## src/rtl/world_transition_ctrl.sv

```systemverilog
// World (map) change sequencer: arbitrates game/button requests, fades to black, swaps map_en, waits for a frame, fades back in.
// Optional: define WORLDCTRL_CYCLE_EN to retarget same-map requests to the next map (wrapping 3->0).
module world_transition_ctrl #(
    parameter int FADE_STEP_CYCLES = 4
) (
    input  logic       clk,
    input  logic       reset,
    input  logic       req_game,
    input  logic [1:0] sel_game,
    input  logic       req_btn,
    input  logic [1:0] sel_btn,
    input  logic       frame_start,
    output logic       ack_game,
    output logic       ack_btn,
    output logic [3:0] map_en,
    output logic [1:0] cur_map,
    output logic [3:0] fade_level,
    output logic       busy,
    output logic       done,
    output logic [2:0] state_dbg
);

    typedef enum logic [2:0] {
        IDLE       = 3'd0,
        FADE_OUT   = 3'd1,
        SWAP       = 3'd2,
        WAIT_FRAME = 3'd3,
        FADE_IN    = 3'd4
    } state_t;

    localparam logic [15:0] STEP_LAST = 16'(FADE_STEP_CYCLES - 1);

    state_t      state;
    logic [15:0] step_cnt;
    logic [1:0]  target;
    logic [1:0]  pick_sel;

    // Game logic has fixed priority over the buttons.
    assign pick_sel  = req_game ? sel_game : sel_btn;
    assign state_dbg = state;

    always_ff @(posedge clk) begin
        if (reset) begin
            state      <= IDLE;
            step_cnt   <= 16'd0;
            target     <= 2'd0;
            cur_map    <= 2'd0;
            map_en     <= 4'b0001;
            fade_level <= 4'd0;
            busy       <= 1'b0;
            done       <= 1'b0;
            ack_game   <= 1'b0;
            ack_btn    <= 1'b0;
        end else begin
            ack_game <= 1'b0;
            ack_btn  <= 1'b0;
            done     <= 1'b0;
            case (state)
                IDLE: begin
                    if (req_game) begin
                        ack_game <= 1'b1;
                    end else if (req_btn) begin
                        ack_btn <= 1'b1;
                    end
                    if (req_game || req_btn) begin
                        if (pick_sel != cur_map) begin
                            target     <= pick_sel;
                            state      <= FADE_OUT;
                            busy       <= 1'b1;
                            step_cnt   <= 16'd0;
                            fade_level <= 4'd0;
                        end
`ifdef WORLDCTRL_CYCLE_EN
                        else begin
                            target     <= cur_map + 2'd1;
                            state      <= FADE_OUT;
                            busy       <= 1'b1;
                            step_cnt   <= 16'd0;
                            fade_level <= 4'd0;
                        end
`endif
                    end
                end
                FADE_OUT: begin
                    // Level 15 is held for a full step before leaving, so the fade spans 16 steps.
                    if (step_cnt == STEP_LAST) begin
                        step_cnt <= 16'd0;
                        if (fade_level == 4'd15) begin
                            state <= SWAP;
                        end else begin
                            fade_level <= fade_level + 4'd1;
                        end
                    end else begin
                        step_cnt <= step_cnt + 16'd1;
                    end
                end
                SWAP: begin
                    cur_map  <= target;
                    map_en   <= 4'b0001 << target;
                    state    <= WAIT_FRAME;
                    step_cnt <= 16'd0;
                end
                WAIT_FRAME: begin
                    if (frame_start) begin
                        state    <= FADE_IN;
                        step_cnt <= 16'd0;
                    end
                end
                FADE_IN: begin
                    if (step_cnt == STEP_LAST) begin
                        step_cnt <= 16'd0;
                        if (fade_level == 4'd0) begin
                            state <= IDLE;
                            busy  <= 1'b0;
                            done  <= 1'b1;
                        end else begin
                            fade_level <= fade_level - 4'd1;
                        end
                    end else begin
                        step_cnt <= step_cnt + 16'd1;
                    end
                end
                default: begin
                    state    <= IDLE;
                    busy     <= 1'b0;
                    step_cnt <= 16'd0;
                end
            endcase
        end
    end

endmodule

```

## config.mk

```make
export PLATFORM = sky130hd
export DESIGN_NAME = world_transition_ctrl
export DESIGN_NICKNAME = d
export VERILOG_FILES = /design/src/rtl/world_transition_ctrl.sv
export SDC_FILE = /design/constraint.sdc
export NUM_CORES = 1
export LEC_CHECK = 0
export ABC_AREA = 1
export CAP_MARGIN = 20
export CORE_MARGIN = 5
export CORE_UTILIZATION = 42
export CTS_CLUSTER_DIAMETER = 30
export DETAILED_ROUTE_END_ITERATION = 7
export GPL_TIMING_DRIVEN = 0
export SLEW_MARGIN = 20
export SYNTH_ARGS = -nofsm -noshare
export SYNTH_HDL_FRONTEND = slang
export SYNTH_SLANG_ARGS = --single-unit
```

## constraint.sdc

```tcl
create_clock -name clk -period 4.1 [get_ports clk]
set_input_delay 1.025 -clock clk [delete_from_list [all_inputs] [get_ports clk]]
set_output_delay 1.025 -clock clk [all_outputs]
set_load 0.01 [all_outputs]
```

# ---- Word-level counts from Yosys, hierarchy flattened
# Index checks and enable logic that the tools add are counted.
dict set report word_totals {
  ff_bits 35
  inputBits 9
  wordCells 77
}
dict set report op_classes {
  add_sub_neg 3
  n_eq_ne 16
  shift 1
  mux 29
  bitwise_logic 4
  n_reduce_logical 14
}
# op n
set ops {}
lappend ops {{16-bit 2-to-1 mux} 4}
lappend ops {{16-bit one-hot mux with 3 select lines} 1}
lappend ops {{4-bit 2-to-1 mux} 6}
lappend ops {{3-bit 2-to-1 mux} 7}
lappend ops {{2-bit inequality test (second input constant)} 9}
lappend ops {{16-bit by 1-bit adder with 16-bit output (second input constant)} 1}
lappend ops {{16-bit by 2-bit == test with 1-bit output (second input constant)} 1}
lappend ops {{3-bit one-hot mux with 5 select lines} 1}
lappend ops {{7-bit AND reduction} 2}
lappend ops {{4-bit one-hot mux with 3 select lines} 1}
lappend ops {{3-bit OR reduction} 3}
lappend ops {{1-bit 2-to-1 mux} 7}
lappend ops {{3-bit by 2-bit == test with 1-bit output (second input constant)} 2}
lappend ops {{3-bit AND reduction} 2}
lappend ops {{5-bit AND reduction} 1}
lappend ops {{4-bit by 1-bit adder with 4-bit output (second input constant)} 1}
lappend ops {{4-bit == test (second input constant)} 1}
lappend ops {{4-bit zero test} 1}
lappend ops {{1-bit inverter} 4}
lappend ops {{2-bit OR reduction} 2}
lappend ops {{1-bit by 2-bit << shifter with 4-bit output (first input constant)} 1}
lappend ops {{4-bit by 1-bit subtractor with 4-bit output (second input constant)} 1}
lappend ops {{3-bit by 1-bit == test with 1-bit output (second input constant)} 1}
lappend ops {{3-bit == test (second input constant)} 1}
lappend ops {{other kinds (6)} 6}

# ---- Longest topological paths before layout
# Gate-level depths: netlist of the first run.
dict set report logic_depth {
  depth_word 5
  mapped_depth 12
}

# ---- Worst setup path after synthesis of the first run
# Ideal clock, no wire load.
dict set report synth_timing {
  kind {input to register}
  start {input req_game}
  end {register fade_level[3]}
  setup_time_ns 0.113
  arrival_ns 1.788
  t_required_ns 3.987
  slack_ns 2.199
  cell_stages 10
  n_path_buf 0
  cell_sequence {inv_2 -> nand2_1 -> nand3_1 -> nand2_1 -> nand2_2 -> nor2_2 -> nor2_4 -> nand2_4 -> nor2_1 -> nor2_1}
}
dict set report synth_via {
  elab_chain_cells 4
  elab_cells_between_ends 6
}
# item line_no
set synth_lines {}
lappend synth_lines {{start: declaration} 8} ;# input logic req_game,
lappend synth_lines {{2-bit 2-to-1 mux} 39} ;# assign pick_sel = req_game ? sel_game : sel_btn;
lappend synth_lines {{2-bit inequality test} 66} ;# if (pick_sel != cur_map) begin
lappend synth_lines {{2-bit inequality test (no source line)} n/a}
lappend synth_lines {{7-bit AND reduction (no source line) *} n/a}
lappend synth_lines {{end signal: assignment} 91} ;# fade_level <= fade_level + 4'd1;
lappend synth_lines {{end signal: assignment} 117} ;# fade_level <= fade_level - 4'd1;
lappend synth_lines {{end: declaration} 17} ;# output logic [3:0] fade_level,
# Every way passes the cells marked *; elsewhere a longest branch is shown, timed or not.
# A chain may end at the register's enable or synchronous reset.

# ---- Worst setup path in the final report of the first run
dict set report layout_timing {
  start {register state[1] (netlist: state_dbg[1])}
  end {output state_dbg[1]}
}
# item line_no
set layout_rtl {}
lappend layout_rtl {{start: declaration} 33} ;# state_t state;
lappend layout_rtl {{start signal: assignment} 44} ;# state <= IDLE;
lappend layout_rtl {{start signal: assignment} 68} ;# state <= FADE_OUT;
lappend layout_rtl {{start signal: assignment} 89} ;# state <= SWAP;
lappend layout_rtl {{end: declaration} 20} ;# output logic [2:0] state_dbg
# No word-level cell between the ends.

==> results.md, run 1 <==
* Status: complete, no violations
* Synth Area per Inst at 6.598 sq um
* Via density at roughly 4.9
* Period utilization at 0.5784
* Final Critical Period at ~2.4 ns
* Global-route usage over all layers at 0.1723
* Final nets at 358
* FF/Latch Area at 700.7 sq um
* H-tree depth at 2
* Worst Setup End Kind: output pin
* RSZ-0062 raised after global routing: false
* Cts hold-fix bufs at 0
* Achievable Freq at 0.4217 GHz
* Ys Warns at 0
* Die width at 80.35 um
* Synth cell types at 34
* CTS Buf Count at 5
* Initial core utilization at 0.4371
* Post-Synthesis Cell Area at 2078 sq um
* I/O Pins at 26
* Area Overhead vs Synth at 19.57%
* Critical path class: flip-flop to output pin
* Antenna cells at 0
* Slowest stage cell, crit path: clkdlybuf4s50_1
* Slew headroom at 0.5865
* DR WL/cell at 11.94 um
* Layout fillers at between 400 and 500
* Drt pass-1 iters at 4
* Initial antenna violation count at 0
* Cells after DPL at 407
* Vias in the first global route at between 1500 and 2000
* Placer Congestion at 0.8225
* Die area at ~6500 sq um
* Max-slew violations at 0
* Clk_lat worst skew at 0.29 ns
* Setup-failing EPs final at 0
* Slew of the pin with the lowest slew margin at 0.6203 ns
* Worst Path Required at ~3.1 ns
* Top Family by Delay on Critical Path: buffers and inverters
* Final Hold Violating Endpoints at 0
* Crit path cell chain: clkdlybuf4s50_1
* Clk slew on worst S/H paths at ~0.060 ns
* Post-Syn Nets at 326
* Root Driver: clkbuf_8
* Post-route insts no fill at 413
* TritonCTS clock tree: built
* CP Launch Type: flip-flop
* GR Overflow Total at 0
* Leakage power at 0.9531 nW
* Post-detail-place hpwl at 3716 um
* Number of port buffers at 25
* Post-Route WL at 4933 um
* #FFs+latches synth at 35
* Max-cap violations at 0
* Critical path fanouts, max at 5
* PwrDens at 510.0 nW/um^2
* Fraction of layout cells with a size suffix above 1 at 0.1185
* Hold Slack at approximately 0.44 ns
* CTS resizes at 0
* Via count at around 2000
* Post-CTS Setup Repair Bufs at 0
* Final ANT Viol Nets at 0
* Clk_skew at around 0.0050 ns
* Peak supply drop at about 0.37 mV
* Core ar. at 4755 sq um
* First-pass GRT wire length at 8673 um
* Sum Neg Setup Slack at 0 ns
* Syn Inst Count at 315
* Buf/Inv on CP at 1
* Clock Sink Count at 35
* Bufs on Longest Clock Path at 2
* Area taken by multi-input logic gates at ~1200 sq um
* DRC Markers at 0
* Hold Crit Class: flip-flop to flip-flop
* FP Rows at 25
* Pin count of the biggest net entering global routing at 11
* Drt first-iter violations at 94
* Largest stage delay, worst path at 0.59 ns
* Post-synthesis sequential area ratio at 0.3371
* Worst EP arrival at 1.35 ns
* Die Height at 80.35 um
==> layout by cell type, fill, tap and decap left out, drive strengths merged <==
cell type      count
ha                 2
nand3b             2
xor2               2
nand4             10
a211oi             2
nor3               4
clkbuf             9
o22ai              1
nand3             35
nor2              45
o21ai              3
inv               33
a21oi             31
buf                2
clkdlybuf4s50     25
clkinv             1
o31ai              1
a31o               2
nor4               1
o21a               1
o21bai             2
dfxtp             35
nand2             94
or2                3
==> worst reg2reg max path, cell delays in order, from the launching register on <==
cell and delay (ns):
dfxtp_1 0.38, nor2_2 0.16, nand2_2 0.17, xor2_1 0.18
ha_1 0.20, nor2_1 0.09, nand3_1 0.10, nand2_1 0.08
nand2_1 0.05, a21oi_1 0.11, nand3_1 0.09, a21oi_1 0.14
==> logic make-up after synthesis <==
family | count (synthesis) | synth area share
AND/OR/NAND/NOR | 194 | 0.4485
AO/OA/AOI/OAI | 43 | 0.1180
buffers and inverters | 39 | 0.07585
flip-flops | 35 | 0.3371
XOR/XNOR | 2 | 0.008430
adder cells (fa/ha/maj) | 2 | 0.01204
==> layer usage <==
layer	global-route usage	vias to the layer above	routed length, um
met3	0.05381	8	204
li1	-	1099	-
met1	0.2131	890	2351
met4	0.07095	0	108
met2	0.2757	31	2269
met5	0	-	0
==> per-stage QoR <==
stage	power (mW)	setup WS, ns	utilization	instance area [sq um]
floorplan	0.8735	2.199	-	2078
global placement	1.045	1.404	0.5074	2412
detailed placement	1.045	1.381	0.5074	2412
CTS	1.282	1.688	0.5226	2485
global route	1.380	1.592	0.5226	2485
finish	1.267	1.729	0.5226	2485
==> Yosys cell counts <==
| library cell | number | area (sq um) |
|---|---|---|
| nand2_4 | 3 | 33.78 |
| o22ai_2 | 1 | 12.51 |
| o21bai_1 | 2 | 15.01 |
| buf_2 | 1 | 5.000 |
| dfxtp_1 | 35 | 700.7 |
| nor2_4 | 4 | 45.04 |
| xor2_1 | 2 | 17.52 |
| inv_2 | 4 | 15.01 |
| o31ai_1 | 1 | 7.510 |
| nand3_1 | 32 | 160.2 |
| inv_1 | 28 | 105.1 |
| nand2_1 | 81 | 304.0 |
| inv_4 | 1 | 6.260 |
| nand2_2 | 10 | 62.56 |
| or2_1 | 1 | 6.260 |
| nand3b_1 | 2 | 15.01 |
| a211oi_1 | 2 | 15.01 |
| ha_1 | 2 | 25.02 |
| nand3_2 | 2 | 20.02 |
| nor2_2 | 3 | 18.77 |
| nor4_1 | 1 | 6.260 |
| o21a_1 | 1 | 7.510 |
| nor2_1 | 38 | 142.6 |
| nand4_1 | 10 | 62.56 |
| a21oi_1 | 31 | 155.2 |
| nand3_4 | 1 | 17.52 |
| or2_2 | 2 | 12.51 |
| nor3_2 | 1 | 10.01 |
| clkbuf_1 | 3 | 11.26 |
| nor3_1 | 3 | 15.01 |
| o21ai_0 | 3 | 15.01 |
| a31o_2 | 2 | 17.52 |
| clkinv_1 | 1 | 3.750 |
| buf_6 | 1 | 11.26 |
==> where the power goes <==
group	switching (mW)	internal, mW	total (mW)
Clock	0.119	0.113	0.232
Combinational	0.374	0.227	0.601
Sequential	0.0497	0.384	0.434
Total	0.543	0.724	1.27
==> worst paths after layout <==
path	startpoint	end	slack, ns	depth (start not counted)
worst max-delay path	state_dbg[1]	state_dbg[1]	1.73	1
worst min-delay path	target[0]	map_en[0]	0.44	1
worst max register to register	state_dbg[1]	fade_level[2]	2.29	11
worst min register to register	target[0]	map_en[0]	0.44	1
==> sequential cells by signal, summed over array words and instances (netlist names) <==
register    flops
ack_btn         1
ack_game        1
busy            1
cur_map         2
done            1
fade_level      4
map_en          4
state_dbg       3
step_cnt       16
target          2
==> area by class of cell <==
| type | instances | share of cell area |
|---|---|---|
| repair buffers | 25 | 0.1007 |
| multi-input cells | 241 | 0.4909 |
| inverters | 34 | 0.05237 |
| flip-flops and latches | 35 | 0.2820 |
| plain buffers | 5 | 0.01108 |
| clock buffers | 6 | 0.02920 |
| well taps | 67 | 0.03374 |
Power figures use the tool's default switching activity.
==> inputs of run 2 (changes only) <==
- clock period: 4.1 -> 2.5 ns (I/O delays scaled with it)
==> results of run 2 <==
The final DEF is identical to that of run 1. Status: complete, no violations.
Main changes from that run: setup slack after placement 1.381 ns -> 0.1813 ns; setup slack after layout 1.729 ns -> 0.5286 ns; register-to-register setup slack 2.29 ns -> 0.69 ns; total power 1.267 mW -> 2.079 mW; worst IR drop on VDD 0.3683 mV -> 0.6041 mV
==> inputs of run 3 (changes only) <==
- PLACE_DENSITY: default -> 0.66
- clock period: 2.5 -> 1.81 ns (I/O delays scaled with it)
==> results.md, run 3 (same netlist as run 1, synthesis figures left out) <==
* Worst Setup End Kind: output pin
* Sum Neg Setup Slack at 0 ns
* Largest stage delay, worst path at 0.57 ns
* Post-route insts no fill at 419
* Antenna cells at 0
* Slew headroom at 0.6757
* Clk slew on worst S/H paths at around 0.070 ns
* RSZ-0062 raised after global routing: true
* Final nets at 362
* Post-Route WL at 4852 um
* Max-cap violations at 0
* Critical path class: flip-flop to output pin
* Fin util at 0.5442
* Max FFs per register at 16
* CTS Buf Count at 5
* GR Overflow Total at 0
* PwrDens at 1232 nW/um^2
* Cts hold-fix bufs at 0
* H-tree depth at 2
* DRC Markers at 0
* Top Family by Delay on Critical Path: buffers and inverters
* Setup-failing EPs final at 0
* Die width at 80.35 um
* Slew of the pin with the lowest slew margin at 0.4864 ns
* Max-slew violations at 0
* Commonest non-fill, non-tap cell in the layout: nand2_1
* Bufs on Longest Clock Path at 2
* Fraction of layout cells with a size suffix above 1 at 0.1591
* Drt first-iter violations at 101
* Clk_lat worst skew at 0.30 ns
* Leakage power at just over 1 nW
* Via count at 2083
* Setup ws final at 0.06480 ns
* Biggest register: step_cnt
* Hold Crit Class: flip-flop to flip-flop
* Hold Slack at around 0.45 ns
* Worst EP arrival at about 1.3 ns
* Period utilization at 0.9642
* Most frequent cells in the layout: 81 x nand2_1, 37 x nor2_1, 32 x nand3_1
* Post-detail-place hpwl at 3596 um
* Placer Congestion at 0.8411
* Buf/Inv on CP at 1
* DP Area at 2412 sq um
* Status: complete, no violations
* FP Rows at 25
* Post-Place Setup Slack at -0.2584 ns
* Cells after DPL at just over 400
* Initial core utilization at 0.4371
* Drt pass-1 iters at 5
* Clock Sink Count at 35
* Area Overhead vs Synth at 24.50%
* I/O Pins at 26
* Final Critical Period at roughly 1.7 ns
* Pin count of the biggest net entering global routing at 12
* Post-layout instance area at 2587 sq um
* Via density at 4.971
* Die area at 6455 sq um
* Global-route usage over all layers at 0.1710
* Biggest regs: step_cnt x16, fade_level x4, map_en x4
* Peak supply drop at 0.7549 mV
* Vias in the first global route at about 2100
* Critical path fanouts, max at 6
* Achievable Freq at 0.5730 GHz
* Number of port buffers at 25
* Worst Path Required at 1.36 ns
* Final Hold Violating Endpoints at 0
* CP Launch Type: flip-flop
* Slowest stage cell, crit path: clkdlybuf4s50_1
* Crit path cell chain: clkdlybuf4s50_1
* TritonCTS clock tree: built
* First-pass GRT wire length at 8880 um
* Initial antenna violation count at 0
* Root Driver: clkbuf_8
* Pwr Total at ~3.2 mW
* DR WL/cell at 11.58 um
* Final ANT Viol Nets at 0
* Core ar. at ~4800 sq um
* Clk_skew at 0.002662 ns
* Reg-to-reg setup timing slack at approximately 0.14 ns
* Die Height at 80.35 um
-- run 3: cell types whose count changed in the layout (fill, tap and decap cells not counted), sizes merged --
cell	before	now
buf	2	6
clkdlybuf4s50	25	24
clkinv	1	2
bufinv	0	1
dlymetal6s2s	0	1
-- run 3: worst paths after layout --
path,from,to,depth (start not counted)
min reg2reg,target[0],map_en[0],1
max,fade_level[2],fade_level[2],1
max reg2reg,state_dbg[1],fade_level[2],11
min,target[0],map_en[0],1
-- run 3: repair_timing --
item | CTS | global route
pin swaps | 0 | 2
buffers inserted | 0 | 4
gates resized for setup | 4 | 9
setup endpoints to repair | 3 | 26
-- run 3: area by class of cell --
class | instances | area (sq um)
buffer | 5 | 28.78
fill | 497 | 2167
inverter | 34 | 130.1
clock buffer | 6 | 82.58
tap | 67 | 83.83
sequential | 35 | 709.4
multi-input combinational | 241 | 1235
timing repair buffer | 29 | 282.8
clock inverter | 2 | 35.03
-- run 3: routing by layer --
layer / vias up / routed length [um] / share of wire / track usage
met5: - / 0 / 0 / 0
met4: 0 / 106 / 0.022 / 0.07601
met3: 10 / 251 / 0.052 / 0.03812
met2: 43 / 2265 / 0.47 / 0.2848
met1: 922 / 2228 / 0.46 / 0.2093
li1: 1108 / - / - / -
-- run 3: where the power goes --
part / internal, mW / switching [mW] / total [mW] / leakage, nW
sequential: 0.880 / 0.125 / 1.01 / 0.286
clock: 0.446 / 0.303 / 0.749 / 0.0612
combinational: 0.578 / 0.855 / 1.43 / 0.667
total: 1.90 / 1.28 / 3.19 / 1.01
